$ cat config.mk
export PLATFORM = sky130hd
export DESIGN_NAME = rbcp_i2c_responder
export DESIGN_NICKNAME = d
export VERILOG_FILES = /design/src/rtl/rbcp_i2c_pkg.sv /design/src/rtl/rbcp_i2c_cmd_fsm.sv /design/src/rtl/rbcp_i2c_responder.sv
export SDC_FILE = /design/constraint.sdc
export NUM_CORES = 1
export LEC_CHECK = 0
export ABC_CLOCK_PERIOD_IN_PS = 2250
export BUFFER_PORTS_ARGS = -buffer_cell sky130_fd_sc_hd__buf_2
export CAP_MARGIN = 20
export CORE_AREA = 4 4 95 97
export DETAILED_ROUTE_END_ITERATION = 8
export DIE_AREA = 0 0 99 101
export GPL_ROUTABILITY_DRIVEN = 0
export HOLD_SLACK_MARGIN = 0.12
export PLACE_DENSITY = 0.79
export SYNTH_ARGS = -nofsm -noshare
export SYNTH_HDL_FRONTEND = slang
export SYNTH_SLANG_ARGS = --single-unit
export TNS_END_PERCENT = 50
$ cat constraint.sdc
create_clock -name CLK -period 2.25 [get_ports CLK]
set_clock_uncertainty 0.1 [all_clocks]
set_input_delay 0.3375 -clock CLK [delete_from_list [all_inputs] [get_ports CLK]]
set_output_delay 0.3375 -clock CLK [all_outputs]
set_load 0.05 [all_outputs]
$ cat src/rtl/rbcp_i2c_pkg.sv
// Shared constants and types for the RBCP-to-I2C command responder.
package rbcp_i2c_pkg;

  localparam logic [3:0] OFS_ID      = 4'h0;
  localparam logic [3:0] OFS_CTRL    = 4'h1;
  localparam logic [3:0] OFS_DEV     = 4'h2;
  localparam logic [3:0] OFS_REG     = 4'h3;
  localparam logic [3:0] OFS_WDATA   = 4'h4;
  localparam logic [3:0] OFS_RDATA   = 4'h5;
  localparam logic [3:0] OFS_STATUS  = 4'h6;
  localparam logic [3:0] OFS_SCRATCH = 4'h7;

  localparam int unsigned CTRL_GO = 0;
  localparam int unsigned CTRL_RW = 1;

  localparam int unsigned ST_BUSY    = 0;
  localparam int unsigned ST_DONE    = 1;
  localparam int unsigned ST_NACK    = 2;
  localparam int unsigned ST_OVERRUN = 3;
  localparam int unsigned ST_TIMEOUT = 4;

  typedef enum logic [1:0] {IDLE, ISSUE, WAIT} cmd_state_e;

endpackage

$ cat src/rtl/rbcp_i2c_cmd_fsm.sv
// Command sequencer: latches the I2C command, issues a start pulse and waits for
// completion or timeout, producing one-cycle status set pulses.
module rbcp_i2c_cmd_fsm
  import rbcp_i2c_pkg::*;
#(
  parameter int unsigned TIMEOUT_CYC = 100000
) (
  input  logic       clk_i,
  input  logic       rst_i,
  input  logic       go_i,
  input  logic       rw_i,
  input  logic [6:0] dev_i,
  input  logic [7:0] reg_i,
  input  logic [7:0] wdata_i,
  input  logic       i2c_done_i,
  input  logic       i2c_nack_i,
  output logic       i2c_start_o,
  output logic       i2c_rw_o,
  output logic [6:0] i2c_dev_o,
  output logic [7:0] i2c_reg_o,
  output logic [7:0] i2c_wdata_o,
  output logic       busy_o,
  output logic       set_done_o,
  output logic       set_nack_o,
  output logic       set_overrun_o,
  output logic       set_timeout_o,
  output logic       rdata_load_o
);

  localparam int unsigned CntW = (TIMEOUT_CYC > 2) ? $clog2(TIMEOUT_CYC) : 1;
  localparam logic [CntW-1:0] CntLast = CntW'(TIMEOUT_CYC - 1);

  cmd_state_e      state_q, state_d;
  logic [CntW-1:0] cnt_q, cnt_d;
  logic            load;
  logic            rw_q;
  logic [6:0]      dev_q;
  logic [7:0]      reg_q, wdata_q;

  always_comb begin
    state_d       = state_q;
    cnt_d         = cnt_q;
    load          = 1'b0;
    set_done_o    = 1'b0;
    set_nack_o    = 1'b0;
    set_timeout_o = 1'b0;
    rdata_load_o  = 1'b0;
    unique case (state_q)
      IDLE: begin
        if (go_i) begin
          load    = 1'b1;
          state_d = ISSUE;
        end
      end
      ISSUE: begin
        cnt_d   = '0;
        state_d = WAIT;
      end
      WAIT: begin
        cnt_d = cnt_q + 1'b1;
        // Completion has priority over a timeout expiring in the same cycle.
        if (i2c_done_i) begin
          set_done_o   = 1'b1;
          set_nack_o   = i2c_nack_i;
          rdata_load_o = 1'b1;
          state_d      = IDLE;
        end else if (cnt_q == CntLast) begin
          set_timeout_o = 1'b1;
          state_d       = IDLE;
        end
      end
      default: state_d = IDLE;
    endcase
  end

  assign busy_o        = (state_q != IDLE);
  assign set_overrun_o = go_i & busy_o;
  assign i2c_start_o   = (state_q == ISSUE);
  assign i2c_rw_o      = rw_q;
  assign i2c_dev_o     = dev_q;
  assign i2c_reg_o     = reg_q;
  assign i2c_wdata_o   = wdata_q;

  always_ff @(posedge clk_i) begin
    if (rst_i) begin
      state_q <= IDLE;
      cnt_q   <= '0;
      rw_q    <= 1'b0;
      dev_q   <= '0;
      reg_q   <= '0;
      wdata_q <= '0;
    end else begin
      state_q <= state_d;
      cnt_q   <= cnt_d;
      if (load) begin
        rw_q    <= rw_i;
        dev_q   <= dev_i;
        reg_q   <= reg_i;
        wdata_q <= wdata_i;
      end
    end
  end

endmodule

$ cat src/rtl/rbcp_i2c_responder.sv
// SiTCP RBCP local-bus responder exposing a 16-byte register window that drives
// a downstream I2C master through a start/done handshake.
module rbcp_i2c_responder
  import rbcp_i2c_pkg::*;
#(
  parameter logic [31:0] BASE_ADDR   = 32'h0000_0000,
  parameter logic [7:0]  ID_VALUE    = 8'hA5,
  parameter int unsigned TIMEOUT_CYC = 100000
) (
  input  logic        CLK,
  input  logic        RST,
  input  logic        LOC_ACT,
  input  logic [31:0] LOC_ADDR,
  input  logic [7:0]  LOC_WD,
  input  logic        LOC_WE,
  input  logic        LOC_RE,
  output logic        LOC_ACK,
  output logic [7:0]  LOC_RD,
  output logic        I2C_START,
  output logic        I2C_RW,
  output logic [6:0]  I2C_DEV,
  output logic [7:0]  I2C_REG,
  output logic [7:0]  I2C_WDATA,
  input  logic        I2C_DONE,
  input  logic        I2C_NACK,
  input  logic [7:0]  I2C_RDATA
);

  logic       hit, wr_en, rd_en, go, busy;
  logic [3:0] ofs;
  logic       ctrl_rw_q;
  logic [6:0] dev_q;
  logic [7:0] reg_q, wdata_q, rdata_q, scratch_q;
  logic [3:0] flags_q, flag_set, w1c;
  logic       ack_q;
  logic [7:0] rd_q, rd_mux;
  logic       set_done, set_nack, set_overrun, set_timeout, rdata_load;

  assign ofs   = LOC_ADDR[3:0];
  assign hit   = LOC_ACT & (LOC_WE | LOC_RE) & (LOC_ADDR[31:4] == BASE_ADDR[31:4]);
  assign wr_en = hit & LOC_WE;
  assign rd_en = hit & LOC_RE & ~LOC_WE;
  assign go    = wr_en & (ofs == OFS_CTRL) & LOC_WD[CTRL_GO];

  // flags_q[k] is STATUS bit k+1; a set pulse overrides a same-cycle clear.
  assign w1c      = (wr_en && ofs == OFS_STATUS) ? LOC_WD[ST_TIMEOUT:ST_DONE] : 4'b0000;
  assign flag_set = {set_timeout, set_overrun, set_nack, set_done};

  always_comb begin
    rd_mux = 8'h00;
    case (ofs)
      OFS_ID:      rd_mux = ID_VALUE;
      OFS_CTRL:    rd_mux = {6'b0, ctrl_rw_q, 1'b0};
      OFS_DEV:     rd_mux = {1'b0, dev_q};
      OFS_REG:     rd_mux = reg_q;
      OFS_WDATA:   rd_mux = wdata_q;
      OFS_RDATA:   rd_mux = rdata_q;
      OFS_STATUS:  rd_mux = {3'b0, flags_q, busy};
      OFS_SCRATCH: rd_mux = scratch_q;
      default:     rd_mux = 8'h00;
    endcase
  end

  always_ff @(posedge CLK) begin
    if (RST) begin
      ack_q     <= 1'b0;
      rd_q      <= '0;
      ctrl_rw_q <= 1'b0;
      dev_q     <= '0;
      reg_q     <= '0;
      wdata_q   <= '0;
      rdata_q   <= '0;
      scratch_q <= '0;
      flags_q   <= '0;
    end else begin
      ack_q   <= hit;
      flags_q <= (flags_q & ~w1c) | flag_set;
      if (rd_en) rd_q <= rd_mux;
      if (rdata_load) rdata_q <= I2C_RDATA;
      if (wr_en) begin
        case (ofs)
          OFS_CTRL:    ctrl_rw_q <= LOC_WD[CTRL_RW];
          OFS_DEV:     dev_q     <= LOC_WD[6:0];
          OFS_REG:     reg_q     <= LOC_WD;
          OFS_WDATA:   wdata_q   <= LOC_WD;
          OFS_SCRATCH: scratch_q <= LOC_WD;
          default: ;
        endcase
      end
    end
  end

  assign LOC_ACK = ack_q;
  assign LOC_RD  = rd_q;

  // The command latched on GO uses the RW bit being written in this very cycle.
  rbcp_i2c_cmd_fsm #(
    .TIMEOUT_CYC(TIMEOUT_CYC)
  ) u_cmd_fsm (
    .clk_i        (CLK),
    .rst_i        (RST),
    .go_i         (go),
    .rw_i         (LOC_WD[CTRL_RW]),
    .dev_i        (dev_q),
    .reg_i        (reg_q),
    .wdata_i      (wdata_q),
    .i2c_done_i   (I2C_DONE),
    .i2c_nack_i   (I2C_NACK),
    .i2c_start_o  (I2C_START),
    .i2c_rw_o     (I2C_RW),
    .i2c_dev_o    (I2C_DEV),
    .i2c_reg_o    (I2C_REG),
    .i2c_wdata_o  (I2C_WDATA),
    .busy_o       (busy),
    .set_done_o   (set_done),
    .set_nack_o   (set_nack),
    .set_overrun_o(set_overrun),
    .set_timeout_o(set_timeout),
    .rdata_load_o (rdata_load)
  );

endmodule
==> impl_metrics.ini <==
[sta]
min_period_ns = 1.996
relSlewSlack = 0.5601
finalHoldViolCount = 0
drv_slew = 0
fin_setup_tns_ns = 0
rsz0062_at_grt = false
max_freq_ghz = 0.5011
finalSetupViolCount = 0
tightestPinTransition_ns = 0.6582
fin_crit_sh = 0.8869

[outcome]
status = finished, final reports clean

[setup_path]
crit_path_start_kind = register
crit_arrival_ns = 2.18
cp_cell_sequence = ha_1 -> nand2_1 -> or4b_1 -> o21a_1 -> o21ai_1 -> nor3b_1
cp_slowest_cell = or4b_1
required_ns = 2.43
worstPathMaxFanout = 5
worstPathBufferInverterCount = 0
cpLargestDelayFamily = simple AND/OR/NAND/NOR gates
slowest_delay_ns = 0.52
crit_path_end_kind = register
critPathKind = register to register

[synth]
syn_area_mm2 = 0.004447
synth.distinct_cells = 56
syn_nets = 602
synth_compound_area_frac = 0.2130
yosysSeqAreaShare = 0.4322
synth_xor_area_frac = 0.02364
synth-seq-cells = 96
yosys.area_share.simple = 0.2279
synth_edf_count = 0
synth.avg_cell_area_um2 = 8.189
synth_warnings = 0
synthAdderAreaFrac = 0.01125
synth.area.mux_share = 0.03714
synth_top_family_by_area = simple AND/OR/NAND/NOR gates
yosys_most_used_dff = dfxtp_1
synthArstFlopShare = 0
syn_inst = 543

[clocking]
clock_latency_ns = 0.37
clkSinkCount = 96
htree_levels = 3
root_buffer = clkbuf_8
clk_path_buf_depth = 2
cts_made_buffers = 9
clk_pin_slew_ns = 0.10
post_cts_buffers = 0
cts_tree = done

[global_route]
grt.total_usage = 0.2448
grt_max_degree = 82
antenna_found_initial = 0
grt_pass1_wl_um = 19810
grt_pass1_vias = 4075
overflow = 0

[route]
drt_first_pass_iters = 5
vias_per_cell = 5.973
totalWireLength_um = 12210
antenna_left = 0
dr.first_iter.drc_count = 469
vias = 4366
drc = 0
routedWlPerCell_um = 16.70

[layout]
n_antenna_cell = 0
layout_common_cells = 96 x dfxtp_1, 88 x buf_2, 80 x a21oi_1, 65 x nand3_1, 60 x o21ai_0
layout_commonest_cell = dfxtp_1
nets = 680
fin_area_mm2 = 0.005234
syn_to_final_growth_pct = 17.70
drive_above_1_share = 0.2188

[floorplan]
core-area_mm2 = 0.008134
die_area_mm2 = 0.009999
std_cell_rows = 33
io_pins = 89
die_w_um = 99
initial_core_util = 0.5467
die_h_um = 101

[pwr]
p_leak_uw = 0.001887
p_comb_frac = 0.066
p_sw_uw = 779.6
vdd_drop_max_mv = 0.4053
power_density_mw_per_mm2 = 568.8
p_clk_frac = 0.363
p_seq_frac = 0.570
p_int_uw = 2197
switching_share = 0.2619

[place]
place_hpwl_um = 8662
dpl_cell_area_mm2 = 0.004965
port-buffer-count = 88

[hold_path]
hp-class = input port to register

[job]
drv_cap = 0
state kept, by name (all words and copies together) (netlist names):
signal and count:
u_cmd_fsm.i2c_dev_o 7, reg_q 8, u_cmd_fsm.cnt_q 17, ctrl_rw_q 1, u_cmd_fsm.i2c_rw_o 1, flags_q 4, scratch_q 8, u_cmd_fsm.i2c_reg_o 8
u_cmd_fsm.state_q 2, LOC_ACK 1, rdata_q 8, wdata_q 8, LOC_RD 8, dev_q 7, u_cmd_fsm.i2c_wdata_o 8
through the flow:
step	hold slack, ns	setup WS [ns]	instances	power, uW	utilization
2_1_floorplan	0.3329	0.3987	543	1826	-
3_3_place_gp	0.3404	0.2107	707	1915	0.6104
3_5_place_dp	0.3479	0.1684	707	1918	0.6104
4_1_cts	0.1223	0.2688	731	2995	0.6434
5_1_grt	0.1560	0.09522	731	3081	0.6434
6_report	0.1420	0.2545	731	2977	0.6434
cell usage after synthesis, types with 7 or more instances:
| master | number | area [um2] |
|---|---|---|
| nand2_1 | 44 | 165.2 |
| mux2_2 | 8 | 90.09 |
| clkbuf_1 | 31 | 116.4 |
| o21ai_0 | 60 | 300.3 |
| nand4_1 | 7 | 43.79 |
| xor2_1 | 7 | 61.31 |
| buf_2 | 9 | 45.04 |
| nand3_1 | 65 | 325.3 |
| inv_1 | 12 | 45.04 |
| dfxtp_1 | 96 | 1922 |
| nor2_1 | 27 | 101.4 |
| a21oi_1 | 80 | 400.4 |
kinds of logic (layout without fill, tap and decap cells):
group,Yosys count,count (layout)
DFF,96,96
and+or+nand+nor,191,191
xor gates and xnor gates,12,12
muxes,13,13
buffers and inverters,57,140
AOI/OAI and AO/OA,170,170
adders and majority gates,4,4
what timing repair did:
item	CTS	global route
setup endpoints to repair	0	0
endpoints found under the hold margin	8	0
resized for setup	0	0
hold buffers	8	0
final timing paths:
kind / from / endpoint / slack [ns] / cells past startpoint
setup / recovery: u_cmd_fsm.cnt_q[0] / u_cmd_fsm.state_q[0] / 0.25 / 6
hold / removal: LOC_WD[7] / wdata_q[7] / 0.14 / 3
hold reg to reg: rdata_q[7] / rdata_q[7] / 0.36 / 2
setup reg to reg: u_cmd_fsm.cnt_q[0] / u_cmd_fsm.state_q[0] / 0.25 / 6
cell type report:
class / count / area, um2
Fill cell: 694 / 2900
Tap cell: 105 / 131.4
Clock inverter: 7 / 65.06
Timing Repair Buffer: 112 / 665.6
Sequential cell: 96 / 1922
Multi-Input combinational cell: 390 / 2281
Inverter: 12 / 45.04
Clock buffer: 9 / 123.9
power by group through the flow:
stage / combinational [uW] / clock [uW] / sequential, uW
2_1_floorplan: 88.3 / 0 / 1740
3_3_place_gp: 177 / 0 / 1740
3_5_place_dp: 180 / 0 / 1740
4_1_cts: 191 / 1110 / 1700
5_1_grt: 210 / 1170 / 1700
6_report: 198 / 1080 / 1700
per-layer routing:
metal	GRT usage	wire, um
met1	0.3083	4821
met5	0	0
met2	0.3910	5852
met4	0.1303	428
met3	0.05606	1103
worst reg2reg max path, cell delays in order, from the launching register on:
cell and delay, ns:
dfxtp_1 0.42, ha_1 0.22, nand2_1 0.08, or4b_1 0.52
o21a_1 0.24, o21ai_1 0.13, nor3b_1 0.20
No activity file was read; power rests on OpenSTA's default activity.
